`config.mk`:
```
export PLATFORM = sky130hd
export DESIGN_NAME = lfsr_bmc_transmitter
export DESIGN_NICKNAME = d
export VERILOG_FILES = /design/src/rtl/vive_pkg.sv /design/src/rtl/lfsr_galois_step.sv /design/src/rtl/lfsr_bmc_transmitter.sv
export SDC_FILE = /design/constraint.sdc
export NUM_CORES = 1
export LEC_CHECK = 0
export CAP_MARGIN = 10
export CORE_ASPECT_RATIO = 0.8
export CORE_MARGIN = 3
export CORE_UTILIZATION = 51
export CTS_CLUSTER_SIZE = 24
export DETAILED_ROUTE_END_ITERATION = 8
export PLACE_DENSITY = 0.8
export SKIP_CTS_REPAIR_TIMING = 1
export SLEW_MARGIN = 10
export SYNTH_ARGS = -nofsm -noshare
export SYNTH_HDL_FRONTEND = slang
export SYNTH_SLANG_ARGS = --single-unit
```
`constraint.sdc`:
```
create_clock -name clk_96MHz -period 2.3 [get_ports clk_96MHz]
set_input_delay 0.575 -clock clk_96MHz [delete_from_list [all_inputs] [get_ports clk_96MHz]]
set_output_delay 0.575 -clock clk_96MHz [all_outputs]
set_load 0.005 [all_outputs]
```
`src/rtl/vive_pkg.sv`:
```
// Shared definitions for the lighthouse emulator: LFSR width, transmitter
// state encoding and the BMC line idle level.
package vive_pkg;

  localparam int unsigned LFSR_WIDTH = 17;

  typedef enum logic [2:0] {
    IDLE        = 3'd0,
    SEEK        = 3'd1,
    FIRST_HALF  = 3'd2,
    SECOND_HALF = 3'd3,
    DONE        = 3'd4
  } tx_state_e;

  localparam logic BMC_IDLE_LEVEL = 1'b0;

endpackage

```
`src/rtl/lfsr_galois_step.sv`:
```
// One combinational Galois LFSR step; shared by the transmitter and the offset
// finder so both sides agree on bit order and feedback definition.
module lfsr_galois_step
  import vive_pkg::*;
(
  input  logic [LFSR_WIDTH-1:0] state_i,
  input  logic [LFSR_WIDTH-1:0] polynomial_i,
  output logic [LFSR_WIDTH-1:0] next_state_o,
  output logic                  out_bit_o
);

  // Emit the LSB, shift right and fold in the feedback mask when the LSB is set
  always_comb begin
    out_bit_o = state_i[0];
    if (state_i[0]) begin
      next_state_o = (state_i >> 1) ^ polynomial_i;
    end else begin
      next_state_o = state_i >> 1;
    end
  end

endmodule

```
`src/rtl/lfsr_bmc_transmitter.sv`:
```
// Lighthouse-side emulator: seeks a Galois LFSR to a start offset, then emits
// a programmable number of chips BMC-encoded on a single line.
module lfsr_bmc_transmitter
  import vive_pkg::*;
#(
  parameter int unsigned           HALF_BIT_TICKS = 8,
  parameter logic [LFSR_WIDTH-1:0] LFSR_SEED      = 17'h00001
) (
  input  logic                  clk_96MHz,
  input  logic                  reset,
  input  logic                  start,
  input  logic [LFSR_WIDTH-1:0] polynomial,
  input  logic [LFSR_WIDTH-1:0] offset,
  input  logic [15:0]           num_bits,
  output logic                  bmc_out,
  output logic                  tx_active,
  output logic                  busy,
  output logic                  done,
  output logic                  error
);

  localparam logic [7:0] TICK_LAST = 8'(HALF_BIT_TICKS - 1);

  tx_state_e             state_q, state_d;
  logic [LFSR_WIDTH-1:0] lfsr_q, lfsr_d;
  logic [LFSR_WIDTH-1:0] poly_q, poly_d;
  logic [LFSR_WIDTH-1:0] seek_cnt_q, seek_cnt_d;
  logic [15:0]           num_bits_q, num_bits_d;
  logic [15:0]           bit_cnt_q, bit_cnt_d;
  logic [7:0]            tick_q, tick_d;
  logic                  bmc_q, bmc_d;
  logic                  tx_active_q, tx_active_d;
  logic                  busy_q, busy_d;
  logic                  done_q, done_d;
  logic                  error_q, error_d;

  logic [LFSR_WIDTH-1:0] step_next_s;
  logic                  step_bit_s;
  logic [15:0]           bit_cnt_inc_s;

  lfsr_galois_step u_step (
    .state_i      (lfsr_q),
    .polynomial_i (poly_q),
    .next_state_o (step_next_s),
    .out_bit_o    (step_bit_s)
  );

  assign bit_cnt_inc_s = bit_cnt_q + 16'd1;

  // Next-state, counter and line-level logic for the transmit sequence
  always_comb begin
    state_d     = state_q;
    lfsr_d      = lfsr_q;
    poly_d      = poly_q;
    seek_cnt_d  = seek_cnt_q;
    num_bits_d  = num_bits_q;
    bit_cnt_d   = bit_cnt_q;
    tick_d      = tick_q;
    bmc_d       = bmc_q;
    tx_active_d = tx_active_q;
    done_d      = 1'b0;
    error_d     = 1'b0;

    case (state_q)
      IDLE: begin
        if (start) begin
          // A zero mask or zero length would lock the LFSR or send nothing
          if ((polynomial == 17'd0) || (num_bits == 16'd0)) begin
            error_d = 1'b1;
          end else begin
            poly_d     = polynomial;
            num_bits_d = num_bits;
            seek_cnt_d = offset;
            lfsr_d     = LFSR_SEED;
            bit_cnt_d  = 16'd0;
            tick_d     = 8'd0;
            state_d    = SEEK;
          end
        end else begin
          state_d = IDLE;
        end
      end

      SEEK: begin
        if (seek_cnt_q != 17'd0) begin
          lfsr_d     = step_next_s;
          seek_cnt_d = seek_cnt_q - 17'd1;
        end else begin
          state_d     = FIRST_HALF;
          bmc_d       = ~bmc_q;
          tx_active_d = 1'b1;
          tick_d      = 8'd0;
        end
      end

      FIRST_HALF: begin
        if (tick_q == TICK_LAST) begin
          tick_d  = 8'd0;
          state_d = SECOND_HALF;
          bmc_d   = bmc_q ^ step_bit_s;
        end else begin
          tick_d = tick_q + 8'd1;
        end
      end

      SECOND_HALF: begin
        if (tick_q == TICK_LAST) begin
          tick_d    = 8'd0;
          lfsr_d    = step_next_s;
          bit_cnt_d = bit_cnt_inc_s;
          if (bit_cnt_inc_s == num_bits_q) begin
            state_d     = DONE;
            bmc_d       = BMC_IDLE_LEVEL;
            tx_active_d = 1'b0;
            done_d      = 1'b1;
          end else begin
            state_d = FIRST_HALF;
            bmc_d   = ~bmc_q;
          end
        end else begin
          tick_d = tick_q + 8'd1;
        end
      end

      DONE: begin
        state_d     = IDLE;
        bmc_d       = BMC_IDLE_LEVEL;
        tx_active_d = 1'b0;
      end

      default: begin
        state_d     = IDLE;
        bmc_d       = BMC_IDLE_LEVEL;
        tx_active_d = 1'b0;
      end
    endcase

    busy_d = (state_d != IDLE);
  end

  // State and output registers; reset takes priority over any request
  always_ff @(posedge clk_96MHz) begin
    if (reset) begin
      state_q     <= IDLE;
      lfsr_q      <= LFSR_SEED;
      poly_q      <= 17'd0;
      seek_cnt_q  <= 17'd0;
      num_bits_q  <= 16'd0;
      bit_cnt_q   <= 16'd0;
      tick_q      <= 8'd0;
      bmc_q       <= BMC_IDLE_LEVEL;
      tx_active_q <= 1'b0;
      busy_q      <= 1'b0;
      done_q      <= 1'b0;
      error_q     <= 1'b0;
    end else begin
      state_q     <= state_d;
      lfsr_q      <= lfsr_d;
      poly_q      <= poly_d;
      seek_cnt_q  <= seek_cnt_d;
      num_bits_q  <= num_bits_d;
      bit_cnt_q   <= bit_cnt_d;
      tick_q      <= tick_d;
      bmc_q       <= bmc_d;
      tx_active_q <= tx_active_d;
      busy_q      <= busy_d;
      done_q      <= done_d;
      error_q     <= error_d;
    end
  end

  assign bmc_out   = bmc_q;
  assign tx_active = tx_active_q;
  assign busy      = busy_q;
  assign done      = done_q;
  assign error     = error_q;

endmodule

```
# Word level (Yosys, flattened, before mapping)
# Index checks and enable logic that the tools add are counted.
[totals]
reg_bits = 99
in_bits = 53
out_inout_bits = 5
elab_cells = 94
[classes]
addsub = 3
eq_ne = 12
mux = 37
bitwise_logic = 9
n_reduce_logical = 21
[op_table]
columns = ["operator", "count"]
rows = [
  ["2-to-1 mux 17 bit", 8],
  ["one-hot mux 17 bit (3 select lines)", 1],
  ["2-to-1 mux 16 bit", 3],
  ["one-hot mux 17 bit (2 select lines)", 1],
  ["2-to-1 mux 8 bit", 4],
  ["one-hot mux 16 bit (2 select lines)", 1],
  ["one-hot mux 8 bit (3 select lines)", 1],
  ["AND reduction 4 bit", 5],
  ["2-to-1 mux 3 bit", 6],
  ["zero test 17 bit", 1],
  ["nonzero test 17 bit", 1],
  ["subtractor 17 x 1 -> 17 bit, second input constant", 1],
  ["bitwise XOR 16 x 17 -> 17 bit", 1],
  ["adder 16 x 1 -> 16 bit, second input constant", 1],
  ["== test 16 bit", 1],
  ["zero test 16 bit", 1],
  ["!= test 2 bit, second input constant", 7],
  ["one-hot mux 3 bit (4 select lines)", 1],
  ["2-to-1 mux 1 bit", 9],
  ["nonzero test 3 bit", 3],
  ["adder 8 x 1 -> 8 bit, second input constant", 1],
  ["== test 8 x 3 -> 1 bit, second input constant", 1],
  ["inverter 1 bit", 7],
  ["== test 3 x 2 -> 1 bit, second input constant", 2],
  ["other kinds (11)", 14],
]

# Logic depth before layout (Yosys ltp)
[logic_depth]
depth_word = 6
ltp_mapped = 11
mapped_depth_nobuf = 9

# Modules after synthesis
# From an unflattened synthesis, not the netlist that was laid out.
[hier_totals]
cells_unflattened = 713
area_unflattened_um2 = 5532.8
[by_module_without_submodules]
columns = ["module", "instances", "cells_each", "area_each_um2", "seq_area_each_um2"]
rows = [
  ["lfsr_bmc_transmitter", 1, 677, 5186.2, 1981.9],
  ["lfsr_galois_step", 1, 36, 346.6, 0.0],
]

# Least setup slack after synthesis
# No wires, ideal clock.
[synth_timing]
kind = "input -> register"
from = "input polynomial[9]"
to = "register num_bits_q[0]"
setup_ps = 70
arrival_time_ps = 2171
t_required_ps = 2230
setup_slack_ps = 59
path_stages = 8
n_path_buf = 2
path_cell_list = "nor4_1 > nand4_1 > o41ai_2 > or2_2 > clkbuf_1 > clkbuf_1 > nand2_1 > a21oi_1"
[synth_between]
elab_chain_len = 4
[synth_lines]
columns = ["item", "line_no", "rtl"]
rows = [
  ["start, declared", "lfsr_bmc_transmitter.sv:12", "input logic [LFSR_WIDTH-1:0] polynomial,"],
  ["zero test 17 bit", "lfsr_bmc_transmitter.sv:68", "if ((polynomial == 17'd0) || (num_bits == 16'd0)) begin"],
  ["logical OR 1 bit", "lfsr_bmc_transmitter.sv:68", ""],
  ["inverter 1 bit (no source line)", "n/a", ""],
  ["AND reduction 3 bit (no source line)", "n/a", ""],
  ["end signal, assigned", "lfsr_bmc_transmitter.sv:161", "num_bits_q <= num_bits_d;"],
  ["end, declared", "lfsr_bmc_transmitter.sv:28", "logic [15:0] num_bits_q, num_bits_d;"],
]
# Every way passes these cells.
# A chain may end at the register's enable or synchronous reset.

# Worst setup path after layout
[layout_timing]
from = "input num_bits[7]"
to = "register lfsr_q[16]"
[layout_between]
elab_chain_len = 4
[layout_lines]
columns = ["item", "line_no", "rtl"]
rows = [
  ["start, declared", "lfsr_bmc_transmitter.sv:14", "input logic [15:0] num_bits,"],
  ["zero test 16 bit", "lfsr_bmc_transmitter.sv:68", ""],
  ["logical OR 1 bit", "lfsr_bmc_transmitter.sv:68", ""],
  ["!= test 2 bit (no source line)", "n/a", ""],
  ["AND reduction 5 bit (no source line)", "n/a", ""],
  ["end signal, assigned", "lfsr_bmc_transmitter.sv:158", "lfsr_q <= lfsr_d;"],
  ["end, declared", "lfsr_bmc_transmitter.sv:25", "logic [LFSR_WIDTH-1:0] lfsr_q, lfsr_d;"],
]
# Every way passes these cells.

==> impl_metrics.py <==
metrics = {
    "place": {
        "dp_hpwl_mm": 9.25,
        "placed_area_mm2": 0.00628,
        "port_buffers": 57,
        "gp_congestion": 0.895,
    },
    "sta": {
        "max-slew-margin-rel_pct": 51.9,
        "rsz0062_at_grt": "true",
        "hold_viol": 0,
        "setup_violations": 1,
        "setup_tns_ns": -0.102,
        "fin_crit_ns": 2.40,
        "layout_worst_path_cycle_share_pct": 104,
        "setup_ws_ns": -0.102,
        "finClkSkew_ns": 0.0140,
        "fmax_mhz": 416,
        "tightest_slew_ns": 0.720,
        "finalMaxSlewViolations": 0,
    },
    "global_routing": {
        "antenna_found_initial": 0,
        "grt_pass1_vias": 4680,
        "overflow": 0,
        "grt_max_degree": 63,
        "grt.total_usage_pct": 23.2,
        "grt_pass1_wl_mm": 21.9,
    },
    "die": {
        "design.core.area_mm2": 0.00981,
        "die_h_um": 96.4,
        "placementRows": 32,
        "die_area_mm2": 0.0115,
        "io_pins": 58,
        "fp.dieW_um": 119,
        "initial_core_util_pct": 53.2,
    },
    "clock_tree": {
        "cts-buffers-inserted": 9,
        "cts_tree": "done",
        "clk_latency_ns": 0.34,
        "cts.clk_slew.worst_paths_ns": 0.07,
        "clockBufferDepth": 2,
        "cts_root_buf": "clkbuf_16",
        "ctsHtreeMaxLevel": 3,
        "cts_sinks": 99,
    },
    "synth": {
        "yosysUniqueCellTypes": 58,
        "yosys.area_share.simple_pct": 29.8,
        "synth_cells": 672,
        "syn-cell-area_mm2": 0.00522,
        "synth-compound-area-share_pct": 19.4,
        "synth_edf_count": 0,
        "ys.flop_type": "dfxtp_1",
        "yosys_warnings": 0,
        "ys_async_sr_fraction_pct": 0,
        "synthAdderAreaFrac_pct": 0.720,
        "yosysSeqAreaShare_pct": 38.0,
        "muxShareOfSynthArea_pct": 0.792,
        "synth_nets": 728,
        "synth_area_per_cell_um2": 7.76,
        "synthXorXnorAreaFrac_pct": 7.05,
        "synth_seq_cells": 99,
        "synth_top_family_by_area": "simple AND/OR/NAND/NOR gates",
    },
    "power": {
        "p_seq_share_pct": 42.3,
        "p_leak_nw": 2.69,
        "power.clock.fraction_pct": 33.9,
        "vdd_drop_max_uv": 418,
        "switchingPower_w": 0.00135,
        "combPwrFrac_pct": 23.8,
        "p_int_w": 0.00320,
        "power_density_mw_per_mm2": 661,
        "p_sw_share_pct": 29.7,
    },
    "drt": {
        "via_count": 5241,
        "post-route-drc-count": 0,
        "dr.first_iter.drc_count": 467,
        "viasPerCell": 5.82,
        "drtAntennaViolNets": 0,
        "post_drt_wl_per_cell_um": 16.2,
        "wl_mm": 14.6,
        "first_pass_iters": 6,
    },
    "setup_path": {
        "cp_slowest_cell": "clkdlybuf4s50_1",
        "crit_path_max_incr_delay_ns": 0.44,
        "crit_chain": "clkdlybuf4s50_1 -> nor4_2 -> nand4_1 -> o41ai_2 -> buf_4 -> o21ai_2 -> and2_4 -> buf_12 -> nand2b_1 -> a21oi_1",
        "timing.rr.start": "bit_cnt_q[0]",
        "r2r_cells": 8,
        "crit_path_max_fanout": 16,
        "critPathRequiredTime_ns": 2.57,
        "cp-end-kind": "register",
        "start_kind": "input pin",
        "cp.arrival_ns": 2.68,
        "crit_type": "in2reg",
        "rrSetupSlack_ns": 0.05,
        "cp-startpoint": "num_bits[7]",
    },
    "final_layout": {
        "fin_nets": 816,
        "area_growth_pct": 32.1,
        "regArea_mm2": 0.00199,
        "finalInstanceArea_mm2": 0.00689,
        "fillerInstances": 743,
        "multi_input_area_mm2": 0.00315,
        "antennaDiodeCount": 0,
        "post_route_cells_drive_above_1_share_pct": 16.2,
    },
    "job": {
        "max_cap_violations": 0,
    },
    "min_path": {
        "hold_class": "reg2reg",
        "hold_depth": 2,
        "hold_start": "poly_q[13]",
    },
    "status": {
        "failed_checks": "setup timing",
        "status": "finished with violations",
    },
}
==> layout by cell type, fill, tap and decap left out, drive strengths merged, types with 3 or more instances in the layout <==
cell type / instances
nand2: 114
dfxtp: 99
a21oi: 79
buf: 64
nor2: 50
o21ai: 49
clkdlybuf4s50: 42
xnor2: 34
nand3: 29
nand2b: 20
nor4: 17
dlymetal6s2s: 14
clkbuf: 14
nor3: 12
or3: 11
nand4: 10
inv: 10
a22oi: 9
and3: 9
xor2: 8
nand3b: 7
and2: 5
a311oi: 5
or4: 4
a211oi: 4
nor2b: 4
o211ai: 4
a31oi: 3
mux2i: 3
nor3b: 3
ha: 3
==> synthesized netlist by cell type (3+ instances only) <==
cell type,instances,share of area (%)
a311oi_1,5,0.84
nor2b_1,4,0.48
nand2b_1,20,2.4
inv_1,6,0.43
nand2_1,114,8.2
nand3b_1,7,1.0
o21ai_0,33,3.2
xor2_1,8,1.3
or3_1,10,1.2
and2_1,5,0.60
or4_1,4,0.58
nor3_1,12,1.2
nor4_1,11,1.3
nor4_4,3,1.2
a31oi_1,3,0.36
a211oi_1,4,0.58
nor4_2,3,0.72
o21ai_1,16,1.5
buf_2,15,1.4
nor2_1,50,3.6
nand4_1,9,1.1
a22oi_1,9,1.3
xnor2_1,34,5.7
nand3_1,27,2.6
o211ai_1,3,0.43
and3_1,9,1.1
a21oi_1,79,7.6
mux2i_1,3,0.58
ha_1,3,0.72
dfxtp_1,99,38
clkbuf_1,30,2.2
==> stage by stage <==
stage / hold slack (ns) / util (%) / setup slack, ns / total power (W) / std cells
floorplan: 0.437 / - / 0.0585 / 0.00253 / 672
global placement: 0.442 / 64.0 / -0.532 / 0.00286 / 878
detailed placement: 0.447 / 64.0 / -0.574 / 0.00291 / 878
CTS: 0.457 / 67.1 / -0.232 / 0.00442 / 894
global route: 0.488 / 70.2 / -0.162 / 0.00474 / 901
finish: 0.458 / 70.2 / -0.102 / 0.00455 / 901
==> layer usage <==
| layer | vias up | routed length (um) | part of all wire (%) | GRT usage, % |
|---|---|---|---|---|
| met5 | - | 0 | 0 | 0 |
| met1 | 2455 | 6350 | 44 | 30.0 |
| met4 | 0 | 214 | 1.5 | 5.21 |
| met2 | 215 | 7030 | 48 | 40.3 |
| met3 | 26 | 980 | 6.7 | 4.89 |
| li1 | 2545 | - | - | - |
==> sequential cells by signal (all words and copies together) (netlist names) <==
| signal | cells |
|---|---|
| bit_cnt_q | 16 |
| bmc_out | 1 |
| busy | 1 |
| done | 1 |
| error | 1 |
| lfsr_q | 17 |
| num_bits_q | 16 |
| poly_q | 17 |
| seek_cnt_q | 17 |
| state_q | 3 |
| tick_q | 8 |
| tx_active | 1 |
==> logic make-up (layout without fill, tap and decap cells) <==
group,count (synthesis),count (layout)
AO/OA/AOI/OAI,171,171
buffers and inverters,53,146
AND/OR/NAND/NOR,300,300
multiplexers,4,4
flip-flops,99,99
XOR/XNOR,42,42
adder cells (fa/ha/maj),3,3
==> power by group through the flow <==
stage	clock (W)	sequential [W]	combinational (W)
after floorplan	0	0.00192	0.000608
after global placement	0	0.00195	0.000908
after detailed placement	0	0.00196	0.000948
after CTS	0.00155	0.00192	0.000954
after global routing	0.00162	0.00194	0.00118
final	0.00154	0.00193	0.00109
==> worst paths after layout <==
| check | to |
|---|---|
| worst min-delay path | poly_q[13] |
| worst min register to register | poly_q[13] |
| worst max-delay path | lfsr_q[16] |
| worst max register to register | busy |
==> critical path: cells and delay by family <==
kind                   cells  cell delay (ns)
and+or+nand+nor            4             0.92
buffers and inverters      3             0.83
AOI/OAI and AO/OA          3             0.34
==> final cells by class <==
cell class              count  share of cell area, %
clock buffers              10                   3.32
clock inverters             6                   1.02
inverters                   6                  0.327
multi-input cells         520                   45.8
flip-flops and latches     99                   28.8
well taps                 136                   2.47
repair buffers            124                   18.2
Power figures use the tool's default switching activity.
